<file path="src/rtl/opal_frame_ctrl.sv">
// OPAL receive sequencing controller: bit-clock edge tracking, shift/latch/clear strobes,
// timeout and framing checks, valid/ack hand-off. Define OPAL_CTRL_STATS_EN to build the frame/error counters.
module opal_frame_ctrl #(
  parameter  int OPAL_INPUT_WIDTH   = 16,
  parameter  int OPAL_TIMEOUT_WIDTH = 12,
  parameter  int OPAL_TIMEOUT_VALUE = 1500,
  parameter  int STAT_WIDTH         = 16,
  localparam int BCW                = $clog2(OPAL_INPUT_WIDTH) + 1
) (
  input  logic                  clk,
  input  logic                  rst_n,
  input  logic                  i_enable,
  input  logic                  i_clk,
  input  logic                  i_frame_ack,
  output logic                  o_clear,
  output logic                  o_shift_en,
  output logic                  o_latch,
  output logic                  o_frame_valid,
  output logic                  o_busy,
  output logic                  o_error,
  output logic                  o_overrun,
  output logic [BCW-1:0]        o_bit_cnt,
  output logic [STAT_WIDTH-1:0] o_frame_cnt,
  output logic [STAT_WIDTH-1:0] o_err_cnt
);

  typedef enum logic [1:0] {
    S_IDLE  = 2'd0,
    S_SHIFT = 2'd1,
    S_DONE  = 2'd2,
    S_FAIL  = 2'd3
  } state_e;

  localparam logic [BCW-1:0]                BIT_LAST = BCW'(OPAL_INPUT_WIDTH - 1);
  localparam logic [BCW-1:0]                BIT_FULL = BCW'(OPAL_INPUT_WIDTH);
  localparam logic [OPAL_TIMEOUT_WIDTH-1:0] TO_LAST  = OPAL_TIMEOUT_WIDTH'(OPAL_TIMEOUT_VALUE - 1);

  state_e                  state_q, state_d;
  logic                    clk_d_q;
  logic [BCW-1:0]          bit_cnt_q, bit_cnt_d;
  logic [OPAL_TIMEOUT_WIDTH-1:0] tocnt_q, tocnt_d;
  logic                    clear_q, clear_d;
  logic                    shift_q, shift_d;
  logic                    latch_q, latch_d;
  logic                    error_q, error_d;
  logic                    busy_q, busy_d;
  logic                    valid_q, valid_d;
  logic                    overrun_q, overrun_d;
  logic                    ovr_pend_q, ovr_pend_d;

  logic fall_s, in_shift_s, full_s, final_edge_s, timeout_s, start_s, shift_s, fail_s;

  assign fall_s       = clk_d_q & ~i_clk;
  assign in_shift_s   = (state_q == S_SHIFT);
  assign full_s       = (bit_cnt_q == BIT_FULL);
  assign final_edge_s = (bit_cnt_q == BIT_LAST);
  assign timeout_s    = (tocnt_q == TO_LAST);
  assign start_s      = (state_q == S_IDLE) & i_enable;
  // The final edge is honoured even if enable drops with it; any other edge loses to the framing error.
  assign shift_s      = in_shift_s & ~full_s & fall_s & (i_enable | final_edge_s);
  assign fail_s       = in_shift_s & ~full_s & ~shift_s & (~i_enable | timeout_s);

  // State register
  always_ff @(posedge clk or negedge rst_n) begin
    if (!rst_n) begin
      state_q <= S_IDLE;
    end else begin
      state_q <= state_d;
    end
  end

  // Next-state logic; the full-count cycle lets o_latch trail the last shift by one cycle
  always_comb begin
    state_d = state_q;
    case (state_q)
      S_IDLE:  state_d = i_enable ? S_SHIFT : S_IDLE;
      S_SHIFT: begin
        if (full_s) begin
          state_d = S_DONE;
        end else if (fail_s) begin
          state_d = S_FAIL;
        end else begin
          state_d = S_SHIFT;
        end
      end
      S_DONE:  state_d = i_enable ? S_DONE : S_IDLE;
      S_FAIL:  state_d = i_enable ? S_FAIL : S_IDLE;
      default: state_d = S_IDLE;
    endcase
  end

  // Output and counter next values
  always_comb begin
    clear_d    = start_s | fail_s;
    shift_d    = shift_s;
    latch_d    = in_shift_s & full_s;
    error_d    = fail_s;
    busy_d     = (state_d == S_SHIFT);
    bit_cnt_d  = bit_cnt_q;
    tocnt_d    = tocnt_q;
    if (start_s) begin
      bit_cnt_d = '0;
      tocnt_d   = '0;
    end else if (shift_s) begin
      bit_cnt_d = bit_cnt_q + BCW'(1);
      tocnt_d   = '0;
    end else if (in_shift_s && !full_s) begin
      tocnt_d   = tocnt_q + OPAL_TIMEOUT_WIDTH'(1);
    end else begin
      bit_cnt_d = bit_cnt_q;
    end
    // An ack seen during the latch cycle retires the previous frame, never the new one.
    if (latch_d) begin
      valid_d = 1'b1;
    end else if (i_frame_ack && !latch_q) begin
      valid_d = 1'b0;
    end else begin
      valid_d = valid_q;
    end
    ovr_pend_d = latch_d & valid_q & ~i_frame_ack;
    overrun_d  = overrun_q | (latch_q & ovr_pend_q & ~i_frame_ack);
  end

  // Registered outputs and working counters
  always_ff @(posedge clk or negedge rst_n) begin
    if (!rst_n) begin
      clk_d_q    <= 1'b0;
      bit_cnt_q  <= '0;
      tocnt_q    <= '0;
      clear_q    <= 1'b0;
      shift_q    <= 1'b0;
      latch_q    <= 1'b0;
      error_q    <= 1'b0;
      busy_q     <= 1'b0;
      valid_q    <= 1'b0;
      overrun_q  <= 1'b0;
      ovr_pend_q <= 1'b0;
    end else begin
      clk_d_q    <= i_clk;
      bit_cnt_q  <= bit_cnt_d;
      tocnt_q    <= tocnt_d;
      clear_q    <= clear_d;
      shift_q    <= shift_d;
      latch_q    <= latch_d;
      error_q    <= error_d;
      busy_q     <= busy_d;
      valid_q    <= valid_d;
      overrun_q  <= overrun_d;
      ovr_pend_q <= ovr_pend_d;
    end
  end

`ifdef OPAL_CTRL_STATS_EN
  logic [STAT_WIDTH-1:0] frame_cnt_q, err_cnt_q;

  // Wrapping good-frame and error counters
  always_ff @(posedge clk or negedge rst_n) begin
    if (!rst_n) begin
      frame_cnt_q <= '0;
      err_cnt_q   <= '0;
    end else begin
      frame_cnt_q <= latch_d ? frame_cnt_q + STAT_WIDTH'(1) : frame_cnt_q;
      err_cnt_q   <= fail_s  ? err_cnt_q + STAT_WIDTH'(1)   : err_cnt_q;
    end
  end

  assign o_frame_cnt = frame_cnt_q;
  assign o_err_cnt   = err_cnt_q;
`else
  assign o_frame_cnt = '0;
  assign o_err_cnt   = '0;
`endif

  assign o_clear       = clear_q;
  assign o_shift_en    = shift_q;
  assign o_latch       = latch_q;
  assign o_error       = error_q;
  assign o_busy        = busy_q;
  assign o_frame_valid = valid_q;
  assign o_overrun     = overrun_q;
  assign o_bit_cnt     = bit_cnt_q;

endmodule

</file>
<file path="config.mk">
export PLATFORM = sky130hd
export DESIGN_NAME = opal_frame_ctrl
export DESIGN_NICKNAME = d
export VERILOG_FILES = /design/src/rtl/opal_frame_ctrl.sv
export SDC_FILE = /design/constraint.sdc
export NUM_CORES = 1
export LEC_CHECK = 0
export BUFFER_PORTS_ARGS = -buffer_cell sky130_fd_sc_hd__buf_2
export CAP_MARGIN = 20
export CORE_AREA = 3 3 60 103
export CTS_CLUSTER_SIZE = 28
export DETAILED_ROUTE_END_ITERATION = 10
export DIE_AREA = 0 0 63 106
export PLACE_DENSITY = 0.55
export SYNTH_ARGS = -nofsm -noshare
export SYNTH_HDL_FRONTEND = slang
export SYNTH_SLANG_ARGS = --single-unit
</file>
<file path="constraint.sdc">
create_clock -name clk -period 2.2 [get_ports clk]
set_clock_uncertainty 0.2 [all_clocks]
set_input_delay 0.44 -clock clk [delete_from_list [all_inputs] [get_ports clk]]
set_output_delay 0.44 -clock clk [all_outputs]
set_load 0.005 [all_outputs]
</file>
Word-level counts from Yosys, hierarchy flattened

Index checks and enable logic that the tools add are counted.
Widths: inputs -> output; s select.

Flip-flop bits (word level): 28
Input port bits: 5
Output and inout bits: 44
Logic and storage cells: 63

Add/sub/neg operators: 2
Equal/unequal tests: 7
Multiplexer cells: 13
Bitwise operators: 21
Reductions and logical operators: 8

Operators with widths:

| operator              | count |
|---|---|
| $mux 12               | 3 |
| $add 12x1->12 const B | 1 |
| $and 1x1->1           | 12 |
| $eq 12x11->1 const B  | 1 |
| $mux 5                | 2 |
| $mux 2                | 4 |
| $pmux 2 s4            | 1 |
| $add 5x1->5 const B   | 1 |
| $eq 5x4->1 const B    | 1 |
| $eq 5x5->1 const B    | 1 |
| $not 1->1             | 5 |
| $eq 2x1->1 const B    | 2 |
| $eq 2x2->1 const B    | 2 |
| $or 1x1->1            | 4 |
| $reduce_bool 2->1     | 2 |
| $mux 1                | 3 |
| $reduce_bool 3->1     | 1 |
| $logic_and 1x1->1     | 2 |
| $logic_not 1->1       | 2 |
| $logic_not 2->1       | 1 |

Logic depth before layout (Yosys ltp)

Gate-level depths: netlist of the first run.

Depth in word-level cells: 12
Gate-level depth with buffers: 8
Depth with buffers taken out: 8

Least setup slack after synthesis of the first run

No wires, ideal clock.

Path kind: register to register
Start point: register bit_cnt_q[0] (netlist: o_bit_cnt[0])
End point: register tocnt_q[10]
Arrival: 1.870 ns
Required time: 1.921 ns
Setup slack: 0.051 ns
Stages on the path, launching flop included: 7
Period minus slack after synthesis: 2.149 ns
Cells stage by stage: dfrtp_1 > inv_1 > ha_1 > and4bb_4 > or4b_4 > or3_1 > a21oi_1

Longest elaborated chain between the ends: 7

Ends and longest elaborated chain:

| element                  | line | text |
|---|---|---|
| start: declaration       | 40   | `logic [BCW-1:0] bit_cnt_q, bit_cnt_d;` |
| start signal: assignment | 140  | `bit_cnt_q <= bit_cnt_d;` |
| $eq 5x5->1               | 55   | `assign full_s = (bit_cnt_q == BIT_FULL);` |
| $not 1->1                | 60   | `assign shift_s = in_shift_s & ~full_s & fall_s & (i_enable \| final_edge_s);` |
| $and 1x1->1 (3 in a row) | 60   |  |
| $mux 12                  | 104  | `end else if (shift_s) begin` |
| $mux 12                  | 101  | `if (start_s) begin` |
| end signal: assignment   | 141  | `tocnt_q <= tocnt_d;` |
| end: declaration         | 41   | `logic [OPAL_TIMEOUT_WIDTH-1:0] tocnt_q, tocnt_d;` |

Several ways; a longest one is shown, not always the timed one.
A chain may end at the register's enable or synchronous reset.

Final worst setup path of the first run

Start point: register bit_cnt_q[1] (netlist: o_bit_cnt[1])
End point: register tocnt_q[10]

Same word-level chain as after synthesis.

==> flow_summary.ini, run 1 <==
[layout]
fin_cells = 267
share_of_cells_above_drive_strength_1_pct = 22.8
filler_cell_count = 571
postLayoutCoreUtil_pct = 33.3
insertedDiodeCount = 0
design_area_sq_um = 1790
flow.area_growth_from_synthesis_pct = 12.4
nNetsFinal = 203

[timing]
fmax_ghz = 0.478
final.period_utilization_pct = 95.0
rsz0062_at_grt = false
relSlewSlack_pct = 58.2
final-hold-violation-count = 0
setup_slack_ns = 0.109
final-setup-viol-count = 0
slew_viol_final = 0
finalSetupTns_ns = 0
tightestPinTransition_ns = 0.628
layout_min_cycle_time_ns = 2.09

[clocking]
clock_insertion_delay_worst_skew_ns = 0.28
cts-buffers-inserted = 3
clkSinkCount = 28
clock_tree.buffer_depth = 2
cts_root_buffer = sky130_fd_sc_hd__clkbuf_8
cts_tree = yes
cts.reportedPaths.clkPinSlew_ns = 0.10
cts-htree-levels = 1

[drt]
wirelength_mm = 3.23
vias_after_detailed_routing = 1166
post_drt_via_cell_ratio = 4.37
wirelength_per_cell_microns = 12.1
detail_route.iter0.violations = 19
detail_route.first_pass.iterations = 4
ant_nets = 0
drc = 0

[setup_path]
cpPeakStageDelay_ns = 0.54
crit_fanout = 5
cpMaxStageDelayCell = sky130_fd_sc_hd__or4b_4
worst-endpoint-required_ns = 2.20
category_of_the_worst_setup_path_capture_point = flop
critPathArrivalTime_ns = 2.10
setup.worst_path.class = flop to flop
timing.critical_path.cells = inv_1, ha_2, and4bb_4, or4b_4, or3_1, a21oi_1
critical_path.startpoint_type = flop

[power_and_ir_drop]
power.ir.vdd_worst_uv = 406
pwr_density_cell_nw_per_um2 = 961
cell_leakage_power_nw = 0.900

[min_path]
hp-class = input port to flop

[placement]
placement.io_buffers = 16
place_area_sq_um = 1700
gp_routability_congestion = 0.821
dp_slack_ns = 0.0191
detailedPlacementHpwl_mm = 2.50
place_inst = 261

[grt]
grt_pass1_vias = 1095
track_usage_pct = 10.3
grt_first_pass_wirelength_mm = 5.42
grt_start_max_net_pins = 29
antenna_found_initial = 0
overflow = 0

[floorplanning]
num_io_pins = 49
fp.coreArea_sq_um = 5390
row_count = 35
die_h_microns = 106
die_area_sq_um = 6680
die_w_microns = 63
initial_core_util_pct = 29.6

[synthesis]
synth_warnings = 0
synth.avg_cell_area_sq_um = 9.62
mappedNetlistArea_sq_um = 1600
syn-instance-count = 166
postSynthRegisterBits = 28
ys_types = 39
synth.yosys.seq_area_share_pct = 43.9

[job]
max-cap-violations = 0

[outcome]
status = complete, no violations
-- per-stage QoR --
stage                     hold WS (ns)  total power, mW
after floorplan                -0.0556             1.11
after global placement           0.248             1.31
after detailed placement         0.259             1.32
after CTS                       0.0986             1.74
after global routing            0.0979             1.86
final                           0.0999             1.72
-- routing by layer --
metal	GRT usage, %	wire (microns)
met5	0	0
met4	4.27	46
met3	1.06	211
met2	19.0	1760
met1	11.8	1220
-- where the power goes --
| group | switching, mW | total, mW | internal [mW] |
|---|---|---|---|
| Sequential | 0.0852 | 0.705 | 0.620 |
| Clock | 0.162 | 0.405 | 0.244 |
| Combinational | 0.341 | 0.614 | 0.273 |
| Total | 0.588 | 1.72 | 1.14 |
-- placed cells by master, fill, tap and decap left out, drive strengths merged, types with 2 or more instances in the layout --
| cell type | n |
|---|---|
| conb | 32 |
| dfrtp | 28 |
| buf | 25 |
| nand2 | 17 |
| inv | 9 |
| nor2 | 8 |
| nand3 | 8 |
| a21oi | 8 |
| o21ai | 6 |
| or3 | 5 |
| and3 | 4 |
| ha | 4 |
| xnor2 | 3 |
| clkbuf | 3 |
| or4b | 3 |
| a211oi | 3 |
| nor2b | 2 |
| nand4 | 2 |
| o31ai | 2 |
| or4 | 2 |
| nand2b | 2 |
-- cell families after synthesis --
family | count (synthesis) | share of synthesized area (%)
compound gates | 27 | 11.4
xor+xnor | 4 | 2.19
fa+ha+maj | 4 | 3.13
buf+inv | 43 | 17.6
flops | 28 | 43.9
mux | 2 | 1.33
other cells | 1 | 0.235
simple gates | 57 | 20.1
-- registers in the layout (all words and copies together) (netlist names) --
register       cells
o_clear            1
o_busy             1
o_shift_en         1
o_bit_cnt          5
o_frame_valid      1
state_q            2
o_overrun          1
ovr_pend_q         1
o_error            1
o_latch            1
tocnt_q           12
clk_d_q            1
-- area by class of cell --
type | count | area (sq um) | share of cell area [%]
clock inverters | 1 | 30.0 | 1.67
multi-input cells | 126 | 738 | 41.1
flip-flops and latches | 28 | 701 | 39.1
inverters | 9 | 33.8 | 1.88
well taps | 74 | 92.6 | 5.16
clock buffers | 3 | 41.3 | 2.30
repair buffers | 26 | 158 | 8.79
-- cells in the mapped netlist, drive strengths merged --
master   count  share of area (%)
a211oi       3                1.4
a21o         1               0.55
a21oi        8                2.5
a22o         1               0.55
a31o         1               0.55
and2         1               0.39
and3         4                1.6
and4bb       1                1.0
buf         32                 15
clkbuf       2               0.47
conb         1               0.23
dfrtp       28                 44
ha           4                3.1
inv          9                2.1
mux2         1               0.71
mux2i        1               0.63
nand2       17                4.0
nand2b       2               0.94
nand3        8                2.5
nand4        2               0.78
nor2         8                1.9
nor2b        2               0.78
o2111ai      1               0.94
o211ai       1               0.47
o21ai        6                1.9
o21bai       1               0.47
o311a        1               0.63
o31ai        2               0.94
o41ai        1               0.55
or2          1               0.39
or3          5                2.0
or4          2               0.94
or4b         3                2.1
or4bb        1               0.78
xnor2        3                1.6
xor2         1               0.55
-- final timing paths --
path	from	to	slack (ns)	cells past startpoint
setup / recovery	o_bit_cnt[1]	tocnt_q[10]	0.11	6
hold / removal	i_clk	clk_d_q	0.1	1
setup reg to reg	o_bit_cnt[1]	tocnt_q[10]	0.11	6
hold reg to reg	o_overrun	o_overrun	0.28	1
max in group asynchronous	rst_n	tocnt_q[6]	0.87	2
min in group asynchronous	rst_n	o_busy	0.52	2
-- critical path, delay by kind of cell, from the launching register on --
kind,cells,cell delay [ns]
simple gates,3,1.08
compound gates,1,0.12
flops,1,0.39
fa+ha+maj,1,0.17
buf+inv,1,0.06
-- what timing repair did --
| item | CTS | global route |
|---|---|---|
| hold buffers | 1 | 0 |
| setup endpoints to repair | 1 | 5 |
| pin swaps | 0 | 3 |
| resized for setup | 0 | 3 |
| setup buffers | 1 | 0 |
| hold endpoints to repair | 28 | 0 |
(Power assumes the default switching activity.)
==> run 2, diff against run 1 <==
--- a/config.mk
+++ b/config.mk
@@ -7,10 +7,11 @@
 export LEC_CHECK = 0
 export BUFFER_PORTS_ARGS = -buffer_cell sky130_fd_sc_hd__buf_2
 export CAP_MARGIN = 20
-export CORE_AREA = 3 3 60 103
+export CORE_AREA = 3 3 99 63
 export CTS_CLUSTER_SIZE = 28
 export DETAILED_ROUTE_END_ITERATION = 10
-export DIE_AREA = 0 0 63 106
+export DIE_AREA = 0 0 102 66
+export HOLD_SLACK_MARGIN = 0.05
 export PLACE_DENSITY = 0.55
 export SYNTH_ARGS = -nofsm -noshare
 export SYNTH_HDL_FRONTEND = slang
==> run 2 against run 1 <==
Against the previous run: register-to-register slack lost 0.03 ns; flip-flop and latch count is the same; global-route usage shrank 0.086 points; non-clock buffer count grew 3; die area grew 0.81%; combinational power grew 11%.
==> flow_summary.ini, run 2 (synthesized netlist as in run 1, its figures left out) <==
[layout]
final_cell_mix = sky130_fd_sc_hd__conb_1, sky130_fd_sc_hd__dfrtp_1, sky130_fd_sc_hd__nand2_1, sky130_fd_sc_hd__buf_2, sky130_fd_sc_hd__buf_4
insertedDiodeCount = 0
filler_cell_count = 558
layout_commonest_cell = sky130_fd_sc_hd__conb_1
regArea_sq_um = 701
area_of_combinational_cells_with_multiple_inputs_sq_um = 756
largest_reg_flops = 12
max_flop_register = tocnt_q
nNetsFinal = 206
fin_cells = 265
flow.area_growth_from_synthesis_pct = 14.5
share_of_cells_above_drive_strength_1_pct = 25.5

[clocking]
cts_tree = yes
clkSinkCount = 28
cts-htree-levels = 1
cts_root_buffer = sky130_fd_sc_hd__clkbuf_8
clock_tree.buffer_depth = 2
cts-buffers-inserted = 3
cts.reportedPaths.clkPinSlew_ns = 0.10
clock_insertion_delay_worst_skew_ns = 0.28

[power_and_ir_drop]
power.sequential.fraction_pct = 39.3
power_share_of_the_combinational_group_pct = 38.1
power_switching_uw = 607
p_clk_share_pct = 22.6
pwr_density_cell_nw_per_um2 = 982
power.ir.vdd_worst_uv = 437
power.internal_mw = 1.19
cell_leakage_power_nw = 0.916
switching_part_of_the_total_power_pct = 33.8

[setup_path]
critPathArrivalTime_ns = 2.13
crit_fanout = 4
critical_path.startpoint_type = flop
cell_count_of_the_worst_reg_to_reg_path = 6
category_of_the_worst_setup_path_capture_point = flop
setup.worst_path.class = flop to flop
worst-endpoint-required_ns = 2.21

[floorplanning]
initial_core_util_pct = 29.2
die_h_microns = 66
fp.coreArea_sq_um = 5470
row_count = 21
die_area_sq_um = 6730
die_w_microns = 102
num_io_pins = 49

[outcome]
status = complete, no violations

[job]
max-cap-violations = 0

[placement]
detailedPlacementHpwl_mm = 2.39
dp_slack_ns = -0.00274
gp_routability_congestion = 0.780
placement.io_buffers = 16
place_inst = 257

[drt]
wirelength_mm = 3.30
drc = 0
wirelength_per_cell_microns = 12.5
ant_nets = 0
detail_route.first_pass.iterations = 4
vias_after_detailed_routing = 1158
post_drt_via_cell_ratio = 4.37
detail_route.iter0.violations = 30

[timing]
final-hold-violation-count = 0
final.period_utilization_pct = 96.2
final-setup-viol-count = 0
relSlewSlack_pct = 57.2
layout_min_cycle_time_ns = 2.12
setup_slack_ns = 0.0826
tightestPinTransition_ns = 0.642
fmax_ghz = 0.472
slew_viol_final = 0

[min_path]
hp-class = input port to flop
min_delay_path_depth = 1

[grt]
grt_start_max_net_pins = 29
overflow = 0
track_usage_pct = 10.2
grt_first_pass_wirelength_mm = 5.34
grt_pass1_vias = 1076
antenna_found_initial = 0
[run 2: final cells by class]
type	instances	share of cell area (%)
Tap cell	69	4.72
Timing Repair Buffer	29	9.86
Inverter	9	1.85
Sequential cell	28	38.3
Multi-Input combinational cell	126	41.3
Clock inverter	1	1.64
Clock buffer	3	2.26
[run 2: path summary, 6_finish.rpt]
path	start	to	slack [ns]
max in group asynchronous	rst_n	tocnt_q[2]	0.87
hold / removal	i_clk	clk_d_q	0.11
hold reg to reg	o_overrun	o_overrun	0.29
setup reg to reg	o_bit_cnt[1]	tocnt_q[10]	0.08
setup / recovery	o_bit_cnt[1]	tocnt_q[10]	0.08
min in group asynchronous	rst_n	o_overrun	0.51
[run 2: per-layer routing]
layer	vias up	routed length (microns)	track usage (%)
li1	566	-	-
met1	558	1660	15.0
met2	32	1430	14.1
met3	2	188	3.37
met4	0	23	2.45
met5	-	0	0
[run 2: power by group through the flow]
stage	Clock, mW	Sequential [mW]	Combinational, mW
after global placement	0	0.716	0.610
after floorplan	0	0.723	0.382
after global routing	0.434	0.726	0.769
after detailed placement	0	0.717	0.615
final	0.406	0.706	0.683
after CTS	0.421	0.706	0.644
[run 2: stage by stage]
stage / setup TNS, ns / cell area [sq um] / hold WS, ns / utilization (%) / total power, mW
CTS: 0 / 1800 / 0.0952 / 32.9 / 1.77
global route: -0.00264 / 1830 / 0.107 / 33.4 / 1.93
finish: 0 / 1830 / 0.113 / 33.4 / 1.79
detailed placement: -0.00274 / 1700 / 0.264 / 31.1 / 1.33
global placement: 0 / 1700 / 0.250 / 31.1 / 1.33
floorplan: 0 / 1710 / -0.0556 / - / 1.11
[run 2: what timing repair did]
item                       in CTS  in global routing
buffers inserted                2                  1
hold buffers                    1                  0
hold endpoints to repair       28                  0
gates resized for setup         0                  6
pin swaps                       0                  3
setup endpoints to repair       1                  5
[run 2: worst max-delay path, cell delays in order, from the launching register on]
cell and delay (ns):
sky130_fd_sc_hd__dfrtp_1 0.39, sky130_fd_sc_hd__inv_1 0.06, sky130_fd_sc_hd__ha_2 0.17, sky130_fd_sc_hd__and4bb_4 0.22, sky130_fd_sc_hd__or4b_4 0.52, sky130_fd_sc_hd__or3_4 0.38, sky130_fd_sc_hd__a21oi_2 0.12
